## src/rtl/router_input_stage_pkg.sv

```systemverilog
// Shared types for the router ingress path: AXI-stream flit/handshake
// structs, the routing-header TID, header field offsets and the ingress FSM
// state encoding.
package router_input_stage_pkg;

  localparam int unsigned AXIS_DATA_WIDTH = 32;
  localparam int unsigned AXIS_ID_WIDTH   = 4;
  localparam int unsigned AXIS_DEST_WIDTH = 4;
  localparam int unsigned AXIS_USER_WIDTH = 4;

  // TID value that marks the first flit of a packet (the routing header).
  localparam logic [AXIS_ID_WIDTH-1:0] ROUTING_HEADER = 4'hF;

  // Destination X sits at the bottom of TDATA; Y follows directly above it,
  // so its offset is HDR_X_LSB plus the mesh X width of the instance.
  localparam int unsigned HDR_X_LSB = 0;

  typedef struct packed {
    logic [AXIS_DATA_WIDTH-1:0] tdata;
    logic [AXIS_ID_WIDTH-1:0]   tid;
    logic [AXIS_DEST_WIDTH-1:0] tdest;
    logic [AXIS_USER_WIDTH-1:0] tuser;
    logic                       tlast;
  } axis_data_t;

  typedef struct packed {
    logic       tvalid;
    axis_data_t data;
  } axis_mosi_t;

  typedef struct packed {
    logic tready;
  } axis_miso_t;

  typedef enum logic [1:0] {
    ST_IDLE    = 2'd0,
    ST_ROUTE   = 2'd1,
    ST_PAYLOAD = 2'd2
  } state_e;

  function automatic logic is_header(input axis_data_t flit);
    return (flit.tid == ROUTING_HEADER);
  endfunction

endpackage

```

## src/rtl/router_input_stage_fifo.sv

```systemverilog
// axis_flit_fifo: small synchronous flit buffer, reusable by the egress stage.
// Ready is a flop derived from the next occupancy, so a full FIFO refuses a
// push even in a cycle where it is popped. DEPTH must be a power of two >= 2
// so the pointers wrap naturally.
module axis_flit_fifo #(
  parameter int unsigned DEPTH  = 4,
  parameter type         flit_t = logic [7:0]
) (
  input  logic  clk_i,
  input  logic  rst_n_i,
  input  flit_t push_data_i,
  input  logic  push_valid_i,
  output logic  push_ready_o,
  input  logic  pop_i,
  output flit_t head_o,
  output logic  empty_o
);

  localparam int unsigned PW = $clog2(DEPTH);
  localparam int unsigned CW = PW + 1;
  localparam logic [CW-1:0] FULL_CNT = CW'(DEPTH);

  flit_t          mem_q [DEPTH];
  logic [PW-1:0]  wr_ptr_q, wr_ptr_d;
  logic [PW-1:0]  rd_ptr_q, rd_ptr_d;
  logic [CW-1:0]  cnt_q, cnt_d;
  logic           ready_q, ready_d;
  logic           push_s;
  logic           pop_s;

  assign push_s       = push_valid_i & ready_q;
  assign pop_s        = pop_i & (cnt_q != {CW{1'b0}});
  assign push_ready_o = ready_q;
  assign empty_o      = (cnt_q == {CW{1'b0}});
  assign head_o       = mem_q[rd_ptr_q];

  // Next pointers, occupancy and the registered ready it implies.
  always_comb begin
    wr_ptr_d = wr_ptr_q;
    rd_ptr_d = rd_ptr_q;
    cnt_d    = cnt_q;
    if (push_s) begin
      wr_ptr_d = wr_ptr_q + PW'(1);
    end else begin
      wr_ptr_d = wr_ptr_q;
    end
    if (pop_s) begin
      rd_ptr_d = rd_ptr_q + PW'(1);
    end else begin
      rd_ptr_d = rd_ptr_q;
    end
    case ({push_s, pop_s})
      2'b10:   cnt_d = cnt_q + CW'(1);
      2'b01:   cnt_d = cnt_q - CW'(1);
      default: cnt_d = cnt_q;
    endcase
    ready_d = (cnt_d != FULL_CNT);
  end

  // Pointer/occupancy state; reset empties the buffer and drops ready.
  always_ff @(posedge clk_i) begin
    if (!rst_n_i) begin
      wr_ptr_q <= {PW{1'b0}};
      rd_ptr_q <= {PW{1'b0}};
      cnt_q    <= {CW{1'b0}};
      ready_q  <= 1'b0;
    end else begin
      wr_ptr_q <= wr_ptr_d;
      rd_ptr_q <= rd_ptr_d;
      cnt_q    <= cnt_d;
      ready_q  <= ready_d;
    end
  end

  // Storage array; contents are don't-care until written, so no reset.
  always_ff @(posedge clk_i) begin
    if (push_s) begin
      mem_q[wr_ptr_q] <= push_data_i;
    end
  end

endmodule

```

## src/rtl/router_input_stage.sv

```systemverilog
// router_input_stage: per-port ingress of the NoC router. Buffers flits,
// decodes the routing header into a destination held for the whole packet,
// and discards payload flits that arrive without a header.
// Optional build macro ROUTER_INPUT_STAGE_STATS_EN adds saturating
// packet/drop counters (pkt_cnt_o, drop_cnt_o).
module router_input_stage
  import router_input_stage_pkg::*;
#(
  parameter int unsigned FIFO_DEPTH    = 4,
  parameter int unsigned MAX_ROUTERS_X = 4,
  parameter int unsigned MAX_ROUTERS_Y = 4,
  localparam int unsigned X_W = $clog2(MAX_ROUTERS_X),
  localparam int unsigned Y_W = $clog2(MAX_ROUTERS_Y)
) (
  input  logic           clk_i,
  input  logic           rst_n_i,
  input  axis_mosi_t     in_mosi_i,
  output axis_miso_t     in_miso_o,
  output axis_mosi_t     out_mosi_o,
  input  axis_miso_t     out_miso_i,
  output logic [X_W-1:0] target_x_o,
  output logic [Y_W-1:0] target_y_o,
  output logic           target_vld_o,
  output logic           drop_o
`ifdef ROUTER_INPUT_STAGE_STATS_EN
  ,
  output logic [31:0]    pkt_cnt_o,
  output logic [15:0]    drop_cnt_o
`endif
);

  localparam int unsigned HDR_Y_LSB = HDR_X_LSB + X_W;

  axis_data_t     head_s;
  logic           empty_s;
  logic           fifo_ready_s;
  logic           push_s;
  logic           out_valid_s;
  logic           fwd_s;
  logic           discard_s;
  logic           pop_s;

  state_e         state_q, state_d;
  logic [X_W-1:0] tgt_x_q, tgt_x_d;
  logic [Y_W-1:0] tgt_y_q, tgt_y_d;
  logic           tgt_vld_q;
  logic           drop_q;

  axis_flit_fifo #(
    .DEPTH  (FIFO_DEPTH),
    .flit_t (axis_data_t)
  ) u_fifo (
    .clk_i        (clk_i),
    .rst_n_i      (rst_n_i),
    .push_data_i  (in_mosi_i.data),
    .push_valid_i (in_mosi_i.tvalid),
    .push_ready_o (fifo_ready_s),
    .pop_i        (pop_s),
    .head_o       (head_s),
    .empty_o      (empty_s)
  );

  assign push_s      = in_mosi_i.tvalid & fifo_ready_s;
  // The head is only offered once a header has been decoded; in PAYLOAD the
  // FIFO cannot empty under a raised TVALID, so TVALID holds until accepted.
  assign out_valid_s = (state_q != ST_IDLE) & ~empty_s;
  assign fwd_s       = out_valid_s & out_miso_i.tready;
  assign pop_s       = fwd_s | discard_s;

  assign in_miso_o.tready  = fifo_ready_s;
  assign out_mosi_o.tvalid = out_valid_s;
  assign out_mosi_o.data   = head_s;
  assign target_x_o        = tgt_x_q;
  assign target_y_o        = tgt_y_q;
  assign target_vld_o      = tgt_vld_q;
  assign drop_o            = drop_q;

  // Packet FSM: header decode, orphan discard, and end-of-packet detection.
  always_comb begin
    state_d   = state_q;
    tgt_x_d   = tgt_x_q;
    tgt_y_d   = tgt_y_q;
    discard_s = 1'b0;
    case (state_q)
      ST_IDLE: begin
        if (!empty_s) begin
          if (is_header(head_s)) begin
            tgt_x_d = head_s.tdata[HDR_X_LSB +: X_W];
            tgt_y_d = head_s.tdata[HDR_Y_LSB +: Y_W];
            state_d = ST_ROUTE;
          end else begin
            discard_s = 1'b1;
          end
        end else if (push_s && is_header(in_mosi_i.data)) begin
          // Header entering an empty FIFO: decode it while it is written so
          // it is offered downstream in the very next cycle.
          tgt_x_d = in_mosi_i.data.tdata[HDR_X_LSB +: X_W];
          tgt_y_d = in_mosi_i.data.tdata[HDR_Y_LSB +: Y_W];
          state_d = ST_ROUTE;
        end else begin
          state_d = ST_IDLE;
        end
      end
      ST_ROUTE: begin
        if (fwd_s) begin
          if (head_s.tlast) begin
            state_d = ST_IDLE;
          end else begin
            state_d = ST_PAYLOAD;
          end
        end else begin
          state_d = ST_ROUTE;
        end
      end
      ST_PAYLOAD: begin
        if (fwd_s && head_s.tlast) begin
          state_d = ST_IDLE;
        end else begin
          state_d = ST_PAYLOAD;
        end
      end
      default: begin
        state_d = ST_IDLE;
      end
    endcase
  end

  // FSM state, held destination, target-valid flag and drop pulse.
  always_ff @(posedge clk_i) begin
    if (!rst_n_i) begin
      state_q   <= ST_IDLE;
      tgt_x_q   <= {X_W{1'b0}};
      tgt_y_q   <= {Y_W{1'b0}};
      tgt_vld_q <= 1'b0;
      drop_q    <= 1'b0;
    end else begin
      state_q   <= state_d;
      tgt_x_q   <= tgt_x_d;
      tgt_y_q   <= tgt_y_d;
      tgt_vld_q <= (state_d != ST_IDLE);
      drop_q    <= discard_s;
    end
  end

`ifdef ROUTER_INPUT_STAGE_STATS_EN
  logic [31:0] pkt_cnt_q;
  logic [15:0] drop_cnt_q;

  assign pkt_cnt_o  = pkt_cnt_q;
  assign drop_cnt_o = drop_cnt_q;

  // Saturating counts of forwarded headers and discarded orphan flits.
  always_ff @(posedge clk_i) begin
    if (!rst_n_i) begin
      pkt_cnt_q  <= 32'd0;
      drop_cnt_q <= 16'd0;
    end else begin
      if (fwd_s && (state_q == ST_ROUTE) && (pkt_cnt_q != 32'hFFFF_FFFF)) begin
        pkt_cnt_q <= pkt_cnt_q + 32'd1;
      end
      if (discard_s && (drop_cnt_q != 16'hFFFF)) begin
        drop_cnt_q <= drop_cnt_q + 16'd1;
      end
    end
  end
`endif

endmodule

```

## config.mk

```make
export PLATFORM = sky130hd
export DESIGN_NAME = router_input_stage
export DESIGN_NICKNAME = d
export VERILOG_FILES = /design/src/rtl/router_input_stage_pkg.sv /design/src/rtl/router_input_stage_fifo.sv /design/src/rtl/router_input_stage.sv
export SDC_FILE = /design/constraint.sdc
export NUM_CORES = 1
export LEC_CHECK = 0
export CAP_MARGIN = 0
export CELL_PAD_IN_SITES_DETAIL_PLACEMENT = 0
export CELL_PAD_IN_SITES_GLOBAL_PLACEMENT = 2
export CORE_AREA = 2 2 144 146
export CTS_BUF_LIST = sky130_fd_sc_hd__clkbuf_16
export CTS_CLUSTER_DIAMETER = 40
export DETAILED_ROUTE_END_ITERATION = 8
export DIE_AREA = 0 0 146 148
export PLACE_DENSITY = 0.77
export SLEW_MARGIN = 0
export SYNTH_ARGS = -nofsm -noshare
export SYNTH_HDL_FRONTEND = slang
export SYNTH_HIERARCHICAL = 1
export SYNTH_SLANG_ARGS = --single-unit
```

## constraint.sdc

```tcl
create_clock -name clk_i -period 3.4 [get_ports clk_i]
set_clock_uncertainty 0.2 [all_clocks]
set_input_delay 0.34 -clock clk_i [delete_from_list [all_inputs] [get_ports clk_i]]
set_output_delay 0.34 -clock clk_i [all_outputs]
set_load 0.02 [all_outputs]
```

=== Word level (Yosys, flattened, before mapping) ===
Memory sizes are Yosys's and may differ from the RTL's. A register that Yosys moved wholly into a read port is not among the register bits.
Cells that the tools add are included.

* Bits in registers: 16
* Memories kept: 1
* Output and inout port bits: 53
* Word-level logic and storage cells: 58
* RAM bits: 180
* Input bits: 49

{| class="wikitable"
|+ Memory list
! memory !! depth !! width !! read ports !! clocked after memory_dff !! wr ports !! line !! RTL
|-
| u_fifo.mem_q || 4 || 45 || 1 || 1 || 1 || router_input_stage_fifo.sv:23 || <nowiki>flit_t mem_q [DEPTH];</nowiki>
|}

* Reduce and logical (&&, ||, !) cells: 9
* Mux-type cells: 21
* Eq/ne operators: 8
* Add/subtract/negate cells: 4
* Bitwise gates (word level): 6

{| class="wikitable"
|+ Operators by type and width
! kind !! number
|-
| 2-bit two-way mux || 13
|-
| 4-bit equality test (second input constant) || 2
|-
| 1-bit two-way mux || 6
|-
| 2-bit one-hot mux with 3 select lines || 1
|-
| 3-bit one-hot mux with 2 select lines || 1
|-
| 2-bit nonzero test || 3
|-
| 2-bit by 1-bit adder with 2-bit output (second input constant) || 2
|-
| 1-bit bitwise AND || 4
|-
| 2-bit by 1-bit equality test with 1-bit output (second input constant) || 2
|-
| 2-bit equality test (second input constant) || 2
|-
| 3-bit by 1-bit adder with 3-bit output (second input constant) || 1
|-
| 3-bit zero test || 1
|-
| 3-bit inequality test (second input constant) || 1
|-
| 3-bit AND reduction || 1
|-
| 3-bit nonzero test || 1
|-
| 3-bit by 1-bit subtractor with 3-bit output (second input constant) || 1
|-
| 1-bit logical AND || 2
|-
| 2-bit zero test || 1
|-
| 2-bit by 1-bit inequality test with 1-bit output (second input constant) || 1
|-
| 1-bit NOT || 1
|-
| 1-bit bitwise OR || 1
|}

=== Longest topological paths before layout ===
* Depth in word-level cells: 9
* Gate-level depth with buffers: 14
* Mapped depth without buffers: 12

=== Cells and area by module ===
The synthesis kept the hierarchy.

{| class="wikitable"
|+ Modules (own cells, without submodules)
! module !! seq. area each (µm²) !! area each (µm²) !! times used !! cells each
|-
| axis_flit_fifo || 5605.4 || 7043.0 || 1 || 289
|-
| router_input_stage || 160.2 || 410.4 || 1 || 45
|}

=== Worst setup path after synthesis ===
Ideal clock, no wire load.

* Path type: register to register
* Start point: reg (tool-made name)
* End point: reg u_fifo.ready_q (netlist: u_fifo/push_ready_o)
* Clock period less this slack: 3.434 ns
* Path buffers: 2
* Arrival time: 3.118 ns
* Slack: -0.034 ns
* Setup time: 0.116 ns
* Stages on the path, launching flop included: 15
* Required time: 3.084 ns
* Cells stage by stage: dfxtp_1 -> buf_6 -> buf_12 -> mux4_2 -> nand4_1 -> nand2_1 -> a21oi_1 -> o31ai_1 -> inv_1 -> ha_1 -> inv_1 -> fa_1 -> xor2_1 -> or3_1 -> a31o_2

{| class="wikitable"
|+ RTL lines
! what !! line !! RTL
|-
| end signal, assigned || router_input_stage_fifo.sv:71 || <nowiki>ready_q <= ready_d;</nowiki>
|-
| end, declared || router_input_stage_fifo.sv:27 || <nowiki>logic ready_q, ready_d;</nowiki>
|}

==> reports/metrics.yaml <==
outcome:
  status: "completed"
clocking:
  clock_sinks: 198
  clk_pin_slew_worst_paths_ps: 70
  cts_buffer_depth: 2
  cts_max_level: 4
  numCtsBuffers: 17
  cts_tree: "done"
  cts-root-buf: "clkbuf_16"
  clock_latency_ps: 420
  post_cts_buffers: 0
  cts_hold_buf: 0
sta:
  timing.final.ws_setup_ps: 104
  hold_slack_ps: 275
  setup_tns_ps: 0
  tightest_slew_ps: 627
  rsz0062_at_grt: "no"
  setup_viol: 0
  relSlewSlack: 0.582
  fin_crit_ps: 3300
  hold_violations: 0
  post-route-period-util: 0.969
  max_freq_ghz: 0.303
  drv_slew: 0
finish:
  drive_above_1_share: 0.202
  diodes: 0
  final_area_um2: 9360
  n_fill_cell: 1728
  synthToLayoutAreaGrowth_pct: 25.5
  final_cells: 736
  nets: 508
worst_setup_path:
  cp-end-kind: "flop"
  arrival_ps: 3410
  r2r_cells: 12
  r2r_end: "u_fifo/push_ready_o"
  cp_slowest_stage_delay_ps: 530
  path_common_cell: "inv_1"
  startpoint_type: "flop"
  slowest_stage: "mux4_2"
  reg2reg_slack_ps: 100
  critical-path-top-delay-family: "simple AND/OR/NAND/NOR gates"
  cp_num_buf_inv: 2
  cp.required_ps: 3520
  crit_fanout: 5
  path_cells: "mux4_2, nand4_1, nand2_1, a21oi_2, o31ai_2, inv_1, ha_2, inv_1, fa_2, xor2_1, or3_1, a31o_2"
  worstSetupPathType: "flop to flop"
job:
  drv_cap: 0
detailed_routing:
  ant_nets: 0
  routed_wl_um: 13600
  dr.pass1.iters: 4
  avgViaCountPerCell: 4.84
  vias: 3562
  drt_iter0_drc: 137
  drc_errors: 0
  routedWlPerCell_um: 18.5
power:
  p_sw_frac: 0.278
  leakage_nw: 3.01
  p_comb_frac: 0.280
  internal-power_mw: 4.96
  pwr-share-clk: 0.278
  seqPwrFrac: 0.442
  power_switching_mw: 1.91
  powerDensity_nw_per_um2: 733
  ir_worst_vdd_mv: 0.328
synth:
  ys_top_cells_by_area: "edfxtp_1 (73%), mux4_2 (12%), dfxtp_1 (4.8%)"
  synth_top_area_frac: 0.725
  synth_edf_count: 180
  synth.cells.most_frequent: "edfxtp_1 (180), mux4_2 (40), dfxtp_1 (18)"
  syn_inst: 334
  synth_top_area_cell: "edfxtp_1"
  async_flop_share: 0
  synth_ff_type: "edfxtp_1"
  syn_nets: 389
  yosysWarnings: 6
  ys_seq_area_frac: 0.774
  synth_seq_cells: 198
  synthesis.area_per_instance_um2: 22.3
  syn_area_um2: 7450
  ys_types: 39
  yosys.cell_count.top_type: "edfxtp_1"
place:
  dp_hpwl_um: 8490
  dp_cells: 704
  post-place-ws_ps: 124
  postPlaceCellArea_um2: 8790
  port_buffers: 101
  gp_congestion: 0.686
global_routing:
  grt_max_degree: 42
  grt_pass1_wl_um: 21100
  grt_usage: 0.132
  grt_pass1_vias: 3761
  antenna_found_initial: 0
  grt_remaining_overflow: 0
floorplanning:
  floorplan.die_area_um2: 21600
  start_util: 0.372
  io_pins: 102
  die_h_um: 148
  rows: 52
  die_w_um: 146
  core_area_um2: 20000
worst_hold_path:
  hold_class: "flop to flop"
  whs_path_depth: 2
  hp-start: "target_y_o[1]"
  holdPathEnd: "target_y_o[1]"
metrics by stage:
step	power (mW)	utilization
finish	6.86	0.467
global route	7.18	0.467
floorplan	4.34	-
detailed placement	5.04	0.439
CTS	6.97	0.467
global placement	5.02	0.439
sequential cells by signal, indices dropped and copies added (netlist names), named ones only:
name	flops
drop_o	1
u_fifo/mem_q	180
u_fifo/rd_ptr_q	2
target_y_o	2
u_fifo/cnt_q	3
target_x_o	2
state_q	2
u_fifo/wr_ptr_q	2
target_vld_o	1
u_fifo/push_ready_o	1
how the worst max path moves through the flow:
stage          start  depth (start not counted)                   to
2_1_floorplan   flop                         14  u_fifo/push_ready_o
3_3_place_gp    flop                         12  u_fifo/push_ready_o
3_5_place_dp    flop                         12  u_fifo/push_ready_o
4_1_cts         flop                         12  u_fifo/push_ready_o
5_1_grt         flop                         12  u_fifo/push_ready_o
6_report        flop                         12  u_fifo/push_ready_o
worst min-delay path: cells and delay by family (launching register included):
family          cells  cell delay, ps
simple gates        1              50
flops               1             310
compound gates      1              60
cell type report:
cell class              instances  area, µm²  share of cell area
well taps                     270        338              0.0361
clock buffers                  17        425              0.0455
inverters                       8       30.0             0.00321
multi-input cells             115       1540               0.164
flip-flops and latches        198       5770               0.617
clock inverters                15        139              0.0148
repair buffers                113       1120               0.119
kinds of logic after synthesis:
family,share of synthesized area
and+or+nand+nor,0.0282
buffers and inverters,0.0228
AOI/OAI and AO/OA,0.0158
muxes,0.144
adders and majority gates,0.0111
DFF,0.774
xor gates and xnor gates,0.00470
power by group through the flow:
stage / sequential (mW) / clock (mW) / combinational, mW
CTS: 3.03 / 1.96 / 1.97
detailed placement: 3.09 / 0 / 1.96
global route: 3.06 / 2.07 / 2.06
floorplan: 3.07 / 0 / 1.26
global placement: 3.07 / 0 / 1.95
finish: 3.03 / 1.91 / 1.92
routing by layer:
metal	share of wire	global-route usage	wire, µm	up-vias
li1	-	-	-	1618
met3	0.058	0.0373	784	18
met4	0.017	0.0510	237	0
met1	0.42	0.164	5660	1828
met2	0.51	0.221	6950	98
met5	0	0	0	-
repair_timing:
action / in CTS / in global routing
endpoints found under the setup margin: 3 / 0
hold endpoints to repair: 0 / 0
gates resized for setup: 1 / 0
placed cells by master, fill, tap and decap left out, drive strengths merged, types with 2 or more instances in the layout:
master / Yosys / routed
nand2: 9 / 9
a21oi: 5 / 5
clkinv: 1 / 7
nand4: 2 / 2
mux4: 45 / 45
nand3: 4 / 4
or3: 2 / 2
clkbuf: 1 / 17
ha: 5 / 5
clkinvlp: 0 / 2
edfxtp: 180 / 180
nand2b: 3 / 3
o21ai: 4 / 4
bufinv: 0 / 2
dfxtp: 18 / 18
o22ai: 5 / 5
and3: 4 / 4
mux2i: 4 / 4
xor2: 3 / 3
buf: 12 / 12
nor2: 9 / 9
clkdlybuf4s50: 0 / 101
inv: 7 / 12
No activity file was read; power rests on OpenSTA's default activity.
